--- src/rtl/sockit_spi_rpo.sv ---
// SPI master output repackager: splits 32-bit command words into
// lane-interleaved serializer packets of SDW clock periods each.
module sockit_spi_rpo #(
  parameter int SDW = 8,
  parameter int CCI = 6,
  parameter int CDW = 32,
  parameter int QCI = 4,
  parameter int QDW = 4*SDW
) (
  input  logic           clk,
  input  logic           rst,
  input  logic           cmd_vld,
  input  logic [CCI-1:0] cmd_ctl,
  input  logic [CDW-1:0] cmd_dat,
  output logic           cmd_rdy,
  output logic           que_vld,
  output logic [QCI-1:0] que_ctl,
  output logic [QDW-1:0] que_dat,
  input  logic           que_rdy
);

  logic [CDW-1:0] buf_dat_r;
  logic [1:0]     buf_iom_r;
  logic           buf_new_r;
  logic           buf_lst_r;
  logic [1:0]     seg_rem_r;
  logic           seg_fst_r;
  logic           que_vld_r;

  logic           cmd_trn_s;
  logic           que_trn_s;
  logic           seg_lst_s;
  logic [1:0]     eff_cnt_s;
  logic [CDW-1:0] shf_dat_s;

  assign seg_lst_s = (seg_rem_r == 2'd0);
  // Ready follows que_rdy combinationally so a new word can land on the final segment's handshake.
  assign cmd_rdy   = ~que_vld_r | (que_rdy & seg_lst_s);
  assign cmd_trn_s = cmd_vld & cmd_rdy;
  assign que_trn_s = que_vld_r & que_rdy;
  assign que_vld   = que_vld_r;
  assign que_ctl   = {buf_new_r & seg_fst_r, buf_lst_r & seg_lst_s, buf_iom_r};

  // Segment count of an incoming word; wider modes consume more bits per packet.
  always_comb begin
    eff_cnt_s = 2'd0;
    case (cmd_ctl[1:0])
      2'd2:    eff_cnt_s = {1'b0, cmd_ctl[2]};
      2'd3:    eff_cnt_s = 2'd0;
      default: eff_cnt_s = cmd_ctl[3:2];
    endcase
  end

  // Buffer contents after the current segment has been sent.
  always_comb begin
    shf_dat_s = '0;
    case (buf_iom_r)
      2'd2:    shf_dat_s = buf_dat_r << (2*SDW);
      2'd3:    shf_dat_s = '0;
      default: shf_dat_s = buf_dat_r << SDW;
    endcase
  end

  // Lane interleave of the buffer's top bits; the oldest bit goes to the highest active lane.
  always_comb begin
    que_dat = '0;
    case (buf_iom_r)
      2'd2: begin
        for (int i = 0; i < SDW; i++) begin
          que_dat[2*SDW-1-i] = buf_dat_r[CDW-1-2*i];
          que_dat[SDW-1-i]   = buf_dat_r[CDW-2-2*i];
        end
      end
      2'd3: begin
        for (int i = 0; i < SDW; i++) begin
          que_dat[4*SDW-1-i] = buf_dat_r[CDW-1-4*i];
          que_dat[3*SDW-1-i] = buf_dat_r[CDW-2-4*i];
          que_dat[2*SDW-1-i] = buf_dat_r[CDW-3-4*i];
          que_dat[SDW-1-i]   = buf_dat_r[CDW-4-4*i];
        end
      end
      default: begin
        for (int i = 0; i < SDW; i++) begin
          que_dat[SDW-1-i] = buf_dat_r[CDW-1-i];
        end
      end
    endcase
  end

  // Word load, per-segment shift and packet-valid tracking.
  always_ff @(posedge clk or posedge rst) begin
    if (rst) begin
      buf_dat_r <= '0;
      buf_iom_r <= 2'd0;
      buf_new_r <= 1'b0;
      buf_lst_r <= 1'b0;
      seg_rem_r <= 2'd0;
      seg_fst_r <= 1'b0;
      que_vld_r <= 1'b0;
    end else if (cmd_trn_s) begin
      buf_dat_r <= cmd_dat;
      buf_iom_r <= cmd_ctl[1:0];
      buf_new_r <= cmd_ctl[5];
      buf_lst_r <= cmd_ctl[4];
      seg_rem_r <= eff_cnt_s;
      seg_fst_r <= 1'b1;
      que_vld_r <= 1'b1;
    end else if (que_trn_s) begin
      if (!seg_lst_s) begin
        buf_dat_r <= shf_dat_s;
        seg_rem_r <= seg_rem_r - 2'd1;
        seg_fst_r <= 1'b0;
      end else begin
        que_vld_r <= 1'b0;
      end
    end else begin
      que_vld_r <= que_vld_r;
    end
  end

endmodule

--- config.mk ---
export PLATFORM = sky130hd
export DESIGN_NAME = sockit_spi_rpo
export DESIGN_NICKNAME = d
export VERILOG_FILES = /design/src/rtl/sockit_spi_rpo.sv
export SDC_FILE = /design/constraint.sdc
export NUM_CORES = 1
export LEC_CHECK = 0
export ABC_AREA = 1
export BUFFER_PORTS_ARGS = -buffer_cell sky130_fd_sc_hd__buf_4
export CAP_MARGIN = 20
export CORE_MARGIN = 4
export CORE_UTILIZATION = 25
export CTS_CLUSTER_DIAMETER = 100
export DETAILED_ROUTE_END_ITERATION = 10
export GPL_ROUTABILITY_DRIVEN = 0
export PLACE_DENSITY = 0.5
export SLEW_MARGIN = 25
export SYNTH_ARGS = -nofsm -noshare
export SYNTH_HDL_FRONTEND = slang
export SYNTH_SLANG_ARGS = --single-unit
--- constraint.sdc ---
create_clock -name clk -period 1.3 [get_ports clk]
set_input_delay 0.13 -clock clk [delete_from_list [all_inputs] [get_ports clk]]
set_output_delay 0.13 -clock clk [all_outputs]
set_load 0.02 [all_outputs]
==> impl_metrics.tcl, run 1 <==
set metrics [dict create \
    p_leak_nw 2.355 \
    worst-path-buf-inv 2 \
    final_antenna_net_count 0 \
    setup_violations 73 \
    met1_length_um 4737 \
    path_delay_family "flip-flops" \
    root_buffer "clkbuf_8" \
    yosysUniqueCellTypes 24 \
    rsz0062_at_grt "true" \
    worstPathArrival_ps 1340 \
    fp-row-count 37 \
    ys_seq_area_frac 0.3766 \
    yosysWarnings 0 \
    ys_ff_latch 40 \
    drv_slew 0 \
    grt_remaining_overflow 0 \
    crit_slowest_cell "dfrtp_2" \
    period_needed_ps 1471 \
    place_ws_ps -68.88 \
    drt_iter0_drc 154 \
    core_region_area_mm2 0.01032 \
    max_freq_ghz 0.6800 \
    synth_ff_type "dfrtp_1" \
    dp_hpwl_um 6721 \
    synth_top_area_cell "dfrtp_1" \
    io_buffers 79 \
    start_util 0.2574 \
    min_path_type "in -> reg" \
    routed_wl_um 10210 \
    violations "negative setup slack" \
    die_y_um 111.1 \
    cts_buffers 5 \
    clock_latency_ps 300 \
    synthDominantCellAreaShare 0.3766 \
    first_global_vias 2984 \
    synth.most_common_cell "nand2_1" \
    worst_ep_required_time_ps 1170 \
    drt_pass1_iterations 4 \
    wire_per_inst_um 16.15 \
    grt_util_all_layers 0.1615 \
    syn_inst 390 \
    clk_pin_slew_ps 90 \
    cts_tree "done" \
    crit_fanout 17 \
    die_w_um 111.1 \
    critPathLaunchType "flop" \
    synthesis.area_mm2 0.002658 \
    synth_commonest_cells "nand2_1, nand3_1, inv_1" \
    worst_slack_ps -170.5 \
    worstMarginPinSlew_ps 552.6 \
    antenna_cells 0 \
    final_nets 538 \
    p_per_area_mw_per_mm2 2457 \
    route.met2.wl_um 4781 \
    clk_path_buf_depth 2 \
    max_slew_margin 0.6312 \
    grt_max_degree 28 \
    ir_worst_vdd_mv 0.8988 \
    antenna_found_initial 0 \
    synthTopCellsByArea "dfrtp_1, nand3_1, nand2_1, inv_1, nand3_2" \
    status "complete, but fails checks" \
    grt_pass1_wl_um 16220 \
    finalCritPeriodShare 1.131 \
    synth.net_count 433 \
    viasPerCell 4.748 \
    synth_edf_count 0 \
    maxCapViolCount 0 \
    avgSynthCellArea_um2 6.814 \
    endpoint_kind "output port" \
    topRoutingLayerUsed "met4" \
    cts_sinks 40 \
    htreeDepth 2 \
    crit_chain "buf_6 > nand3_1 > o21ai_2 > buf_4" \
    power_mw 11.66 \
    hold_violations 0 \
    synthArstFlopShare 1.000 \
    drc 0 \
    met3WireLength_um 554 \
    layout-drive-gt1-share 0.5383 \
    syn_to_final_growth_pct 78.53 \
    max_stage_delay_ps 440 \
    ios 80 \
    vias 3001 \
    skew_ps 13.09 \
    criticalPathCategory "reg -> out" \
    dieArea_mm2 0.01234 \
]
==> logic make-up after synthesis <==
family	after synthesis	synth area share
and+or+nand+nor	240	0.4087
adders and majority gates	1	0.004707
DFF	40	0.3766
AOI/OAI and AO/OA	23	0.05979
buffers and inverters	86	0.1502
==> final cells by class <==
class	count	area, um2
fillers	1018	5579
repair buffers	125	1356
inverters	59	235.2
clock inverters	2	60.06
well taps	136	170.2
clock buffers	6	72.57
flip-flops and latches	40	1002
multi-input cells	264	1848
==> state kept, by name (all words and copies together), names as in the netlist <==
signal / count
seg_rem_r: 2
buf_lst_r: 1
buf_iom_r: 2
buf_dat_r: 32
buf_new_r: 1
seg_fst_r: 1
que_vld: 1
==> worst min-delay path, delay by kind of cell <==
kind | cells | cell delay [ps]
simple gates | 2 | 110
buf+inv | 1 | 80
==> routing by layer <==
metal / up-vias / global-route usage
met2: 82 / 0.2472
met5: - / 0
met1: 1448 / 0.2323
met3: 11 / 0.03603
met4: 0 / 0.03731
li1: 1460 / -
==> metrics by stage <==
step	util	instance area [um2]	TNS, ps	instances	hold slack, ps
2_1_floorplan	-	2733	-353.0	390	274.5
3_3_place_gp	0.3520	3633	-1362	605	214.8
3_5_place_dp	0.3520	3633	-1656	605	212.1
4_1_cts	0.4271	4409	-7383	631	54.30
5_1_grt	0.4596	4745	-13230	632	51.71
6_report	0.4596	4745	-7820	632	52.81
==> report_power, final <==
group,total (mW),internal [mW],switching [mW]
logic,7.90,3.69,4.21
registers,2.53,1.81,0.718
clock network,1.23,0.768,0.463
==> worst paths after layout <==
kind	start	end	slack, ps	cells past startpoint
max in group asynchronous	rst	seg_rem_r[0]	310	4
setup reg to reg	seg_rem_r[1]	buf_dat_r[30]	-150	10
hold reg to reg	buf_dat_r[24]	buf_dat_r[24]	480	2
hold / removal	cmd_dat[4]	buf_dat_r[4]	50	3
min in group asynchronous	rst	buf_dat_r[28]	430	3
setup / recovery	buf_iom_r[1]	que_dat[10]	-170	4
==> timing repair <==
action | 4_1_cts | 5_1_grt
endpoints found under the hold margin | 9 | 0
setup buffers | 9 | 2
endpoints found under the setup margin | 69 | 74
cloned | 8 | 2
hold buffers | 1 | 0
pin swaps | 30 | 33
resized for setup | 100 | 85
==> cells in the final DEF, fill, tap and decap left out, drive strengths merged <==
| master | count |
|---|---|
| buf | 122 |
| nand2 | 117 |
| nand3 | 104 |
| inv | 58 |
| dfrtp | 40 |
| nor2 | 19 |
| o21ai | 9 |
| clkbuf | 8 |
| o221ai | 6 |
| o22ai | 4 |
| o211ai | 2 |
| bufinv | 2 |
| a21oi | 2 |
| clkinv | 1 |
| ha | 1 |
| dlygate4sd3 | 1 |
Note: power is estimated with default switching activity, not from simulation.
==> inputs of run 2 (changes only) <==
CORE_UTILIZATION = 45   (was 25)
PLACE_DENSITY = 0.78   (was 0.5)
==> run 2 against run 1 <==
Effect of this change: the run still ends with negative setup slack left; first-iteration DRC count grew to 3.2 times the previous value; setup slack lost 79 ps; count of clock-buffer cells in the layout grew 1; utilization grew 32 points; register-to-register slack lost 100 ps; sequential power is essentially flat; wire length grew 1.4%; critical path type is now reg -> reg; final cell count shrank 9.3%; critical endpoint is now buf_dat_r[12]; combinational power shrank 1%; largest cell class unchanged; fmax shrank 5.1%; non-clock buffer count grew 2; design area shrank 7.4%.
==> impl_metrics.tcl, run 2 (synthesized netlist as in run 1, its figures left out) <==
set metrics [dict create \
    placedCellCount 538 \
    power_mw 11.48 \
    timing.rr.end "buf_dat_r[12]" \
    worst_ep_required_time_ps 1500 \
    hold_depth 3 \
    p_seq_frac 0.218 \
    fill_cells 333 \
    cts_sinks 40 \
    crit_chain "inv_2 > ha_4 > inv_2 > nand2_2 > a21oi_4 > buf_6 > buf_12 > inv_12 > nand2_2 > nand2_2" \
    hold_violations 0 \
    syn_to_final_growth_pct 65.30 \
    post-route-util 0.7834 \
    sw_frac_of_total 0.4704 \
    root_buffer "clkbuf_8" \
    grt_remaining_overflow 0 \
    r2r_cells 10 \
    rsz0062_at_grt "true" \
    instances_no_fill 573 \
    final_common_cell "buf_4" \
    wire_per_inst_um 18.07 \
    setup_tns_ps -13500 \
    min_path_type "in -> reg" \
    rr_startpoint "seg_rem_r[1]" \
    violations "negative setup slack" \
    start_util 0.4739 \
    grt_pass1_wl_um 15420 \
    top_register "buf_dat_r" \
    crit_slowest_cell "dfrtp_1" \
    clk_path_buf_depth 2 \
    grt_util_all_layers 0.2702 \
    htreeDepth 2 \
    hold_ws_ps 48.26 \
    met3WireLength_um 1012 \
    viasPerCell 5.822 \
    p_per_area_mw_per_mm2 2613 \
    max_stage_delay_ps 380 \
    place_ws_ps -204.8 \
    first_global_vias 3115 \
    drt_iter0_drc 486 \
    dp_hpwl_um 5633 \
    placed_cell_area_mm2 0.003493 \
    endpoint_kind "flop" \
    die_y_um 84.85 \
    final_antenna_net_count 0 \
    period_needed_ps 1550 \
    skew_ps 6.612 \
    min_to "buf_new_r" \
    largest_reg_flops 32 \
    layout-drive-gt1-share 0.4631 \
    internal-power_mw 6.080 \
    hold_path_startpoint "cmd_ctl[5]" \
    max_slew_margin 0.8506 \
    reg_top3 "buf_dat_r: 32 flops, buf_iom_r: 2 flops, seg_rem_r: 2 flops" \
    max_freq_ghz 0.6453 \
    critPathLaunchType "flop" \
    cts_buffers 5 \
    r2r_setup_slack_ps -250 \
    antenna_cells 0 \
    drt_pass1_iterations 5 \
    ir_worst_vdd_mv 1.454 \
    worst_slack_ps -249.8 \
    ff_latch_area_mm2 0.001003 \
    core_region_area_mm2 0.005608 \
    crit_top_cell "nand2_2" \
    power_frac_comb 0.681 \
    ios 80 \
    worstMarginPinSlew_ps 224.1 \
    drv_slew 0 \
    fin_area_mm2 0.004393 \
    criticalPathCategory "reg -> reg" \
    clk_pin_slew_ps 80 \
    maxCapViolCount 0 \
    antenna_found_initial 0 \
    route.met2.wl_um 4798 \
    clkPwrFrac 0.101 \
    topRoutingLayerUsed "met4" \
    grt_max_degree 41 \
    drc 0 \
    met1_length_um 3996 \
    final_cell_mix "buf_4, nand3_1, nand2_1, inv_1, dfrtp_1" \
    worstPathArrival_ps 1750 \
    crit_fanout 8 \
    final_nets 543 \
    dieArea_mm2 0.007200 \
    vias 3336 \
    status "complete, but fails checks" \
    io_buffers 79 \
    routed_wl_um 10350 \
    clock_latency_ps 310 \
    fp-row-count 27 \
    multi_input_area_mm2 0.001607 \
    die_w_um 84.85 \
    switchingPower_mw 5.400 \
    setup_violations 70 \
    cts_tree "done" \
    p_leak_nw 2.319 \
    finalCritPeriodShare 1.192 \
]
[run 2: worst max path at each step]
stage               slack (ps)          from       endpoint  cells after the start
floorplan                  -40  buf_iom_r[1]     que_dat[1]                      3
global placement          -120  seg_rem_r[1]      seg_fst_r                      8
detailed placement        -200  seg_rem_r[0]  buf_dat_r[28]                      8
CTS                       -200  buf_iom_r[1]     que_dat[6]                      4
global route              -290  buf_iom_r[1]     que_dat[6]                      4
finish                    -250  seg_rem_r[1]  buf_dat_r[12]                     10
[run 2: area by class of cell]
class / count / share of cell area
sequential: 40 / 0.2284
timing repair inverter: 3 / 0.01111
inverter: 59 / 0.05383
clock buffer: 7 / 0.02193
multi-input combinational: 264 / 0.3657
clock inverter: 1 / 0.006836
timing repair buffer: 127 / 0.2917
tap: 72 / 0.02051
[run 2: per-layer routing]
layer,vias up,GRT usage
li1,1465,-
met5,-,0
met3,67,0.06408
met1,1550,0.3309
met2,254,0.4520
met4,0,0.1209
[run 2: power by group through the flow]
stage / clock network [mW] / logic [mW] / registers [mW]
floorplan: 0 / 3.56 / 2.21
global placement: 0 / 5.23 / 2.32
detailed placement: 0 / 5.38 / 2.33
CTS: 1.13 / 6.99 / 2.39
global route: 1.20 / 8.25 / 2.57
finish: 1.16 / 7.82 / 2.51
[run 2: what timing repair did]
action	4_1_cts	5_1_grt
pin swaps	32	3
buffers inserted	11	7
resized for setup	89	42
setup endpoints to repair	73	72
gates cloned	8	0
hold buffers	1	0
hold endpoints to repair	40	0
[run 2: critical path: cells and delay by family, from the launching register on]
family                     cells  cell delay (ps)
buffers and inverters          5              500
DFF                            1              380
AOI/OAI and AO/OA              1              200
and+or+nand+nor                3              190
adders and majority gates      1              170
==> inputs of run 3 (changes only) <==
BUFFER_PORTS_ARGS = default   (was -buffer_cell sky130_fd_sc_hd__buf_4)
DONT_BUFFER_PORTS = 1   (was default)
PLACE_DENSITY = 0.66   (was 0.78)
==> run 3 against run 2 <==
Effect of this change: global-route usage up 2.1 points; register-to-register slack better by 40 ps; utilization down 4.2 points; fmax up 2.3%; the run still ends with negative setup slack left; design area down 5.3%; non-clock buffer count down 48; critical path type unchanged; wire length up 3.8%; first-iteration DRC count down 34%; clock power about the same; largest cell class unchanged; die area unchanged.
==> impl_metrics.tcl, run 3 (synthesized netlist as in run 1, its figures left out) <==
set metrics [dict create \
    start_util 0.4739 \
    worstMarginPinSlew_ps 549.7 \
    grt_util_all_layers 0.2909 \
    endpoint_kind "flop" \
    ir_worst_vdd_mv 1.155 \
    wire_per_inst_um 20.43 \
    max_slew_margin 0.6331 \
    worst_ep_required_time_ps 1490 \
    status "complete, but fails checks" \
    core_region_area_mm2 0.005608 \
    worstPathArrival_ps 1710 \
    worst_slack_ps -214.6 \
    top_register "buf_dat_r" \
    first_global_vias 3244 \
    final_cell_mix "nand2_1, nand3_1, inv_1, dfrtp_1, nand3_2" \
    instances_no_fill 526 \
    criticalPathCategory "reg -> reg" \
    crit_fanout 8 \
    fill_cells 382 \
    dp_hpwl_um 5630 \
    drv_slew 0 \
    setup_violations 69 \
    path_delay_family "buffers and inverters" \
    drt_iter0_drc 320 \
    antenna_found_initial 0 \
    crit_chain "inv_2 > ha_4 > inv_2 > nand2_2 > a21oi_4 > buf_6 > buf_12 > inv_12 > nand2_1 > nand2_1" \
    antenna_cells 0 \
    htreeDepth 2 \
    critPathLaunchType "flop" \
    viasPerCell 6.013 \
    power_mw 11.00 \
    max_freq_ghz 0.6602 \
    cts_buffers 5 \
    grt_remaining_overflow 0 \
    hold_violations 0 \
    final_nets 496 \
    crit_slowest_cell "dfrtp_1" \
    hold_ws_ps 10.97 \
    final_antenna_net_count 0 \
    largest_reg_flops 32 \
    max_stage_delay_ps 370 \
    period_needed_ps 1515 \
    place_ws_ps -184.6 \
    drc 0 \
    skew_ps 3.823 \
    dieArea_mm2 0.007200 \
    ios 80 \
    worst-path-buf-inv 5 \
    maxCapViolCount 0 \
    min_path_type "in -> reg" \
    placedCellCount 489 \
    reg_top3 "buf_dat_r: 32 flops, buf_iom_r: 2 flops, seg_rem_r: 2 flops" \
    p_per_area_mw_per_mm2 2644 \
    cts_sinks 40 \
    grt_pass1_wl_um 16700 \
    syn_to_final_growth_pct 56.54 \
    final_common_cell "nand2_1" \
    violations "negative setup slack" \
    p_leak_nw 2.079 \
    rsz0062_at_grt "true" \
    clk_path_buf_depth 2 \
    fp-row-count 27 \
    layout-drive-gt1-share 0.3987 \
    clk_pin_slew_ps 80 \
    die_w_um 84.85 \
    io_buffers 0 \
    cts_tree "done" \
    root_buffer "clkbuf_8" \
    routed_wl_um 10750 \
    clock_latency_ps 300 \
    finalCritPeriodShare 1.165 \
    grt_max_degree 31 \
    vias 3163 \
    die_y_um 84.85 \
    drt_pass1_iterations 5 \
]
[run 3: repair_timing]
action                                  CTS  global route
buffers inserted                          8             1
resized for setup                        91            49
pin swaps                                32            15
cloned                                    7             2
endpoints found under the setup margin   72            74
endpoints found under the hold margin    21             1
hold buffers                             14             1
[run 3: layout make-up]
class                           instances  area, um2  share of cell area
Clock buffer                            7      96.34             0.02316
Timing Repair inverter                  3      47.55             0.01143
Tap cell                               72      90.09             0.02165
Sequential cell                        40       1003              0.2412
Clock inverter                          1      30.03            0.007218
Multi-Input combinational cell        265       1762              0.4235
Timing Repair Buffer                   79      892.1              0.2144
Inverter                               59      239.0             0.05744
[run 3: path summary, 6_finish.rpt]
check | startpoint | end | slack [ps] | depth (start not counted)
worst max-delay path | seg_rem_r[1] | buf_dat_r[16] | -210 | 10
worst min-delay path | cmd_vld | buf_dat_r[2] | 10 | 2
worst max register to register | seg_rem_r[1] | buf_dat_r[16] | -210 | 10
worst min register to register | buf_dat_r[29] | buf_dat_r[29] | 480 | 2
max in group asynchronous | rst | buf_dat_r[2] | 480 | 3
min in group asynchronous | rst | seg_fst_r | 320 | 2
[run 3: layer usage]
metal | global-route usage | share of wire
met5 | 0 | 0
met4 | 0.1367 | 0.046
met3 | 0.05146 | 0.082
met2 | 0.4940 | 0.50
met1 | 0.3578 | 0.37
[run 3: power by group]
part	switching (mW)	internal, mW
combinational	4.29	3.07
sequential	0.693	1.81
clock	0.454	0.678
[run 3: stage by stage]
step | util | TNS [ps] | area [um2]
after floorplan | - | -353.0 | 2733
after global placement | 0.5618 | -3521 | 3151
after detailed placement | 0.5618 | -5399 | 3151
after CTS | 0.7140 | -7285 | 4004
after global routing | 0.7419 | -14380 | 4160
final | 0.7419 | -10430 | 4160
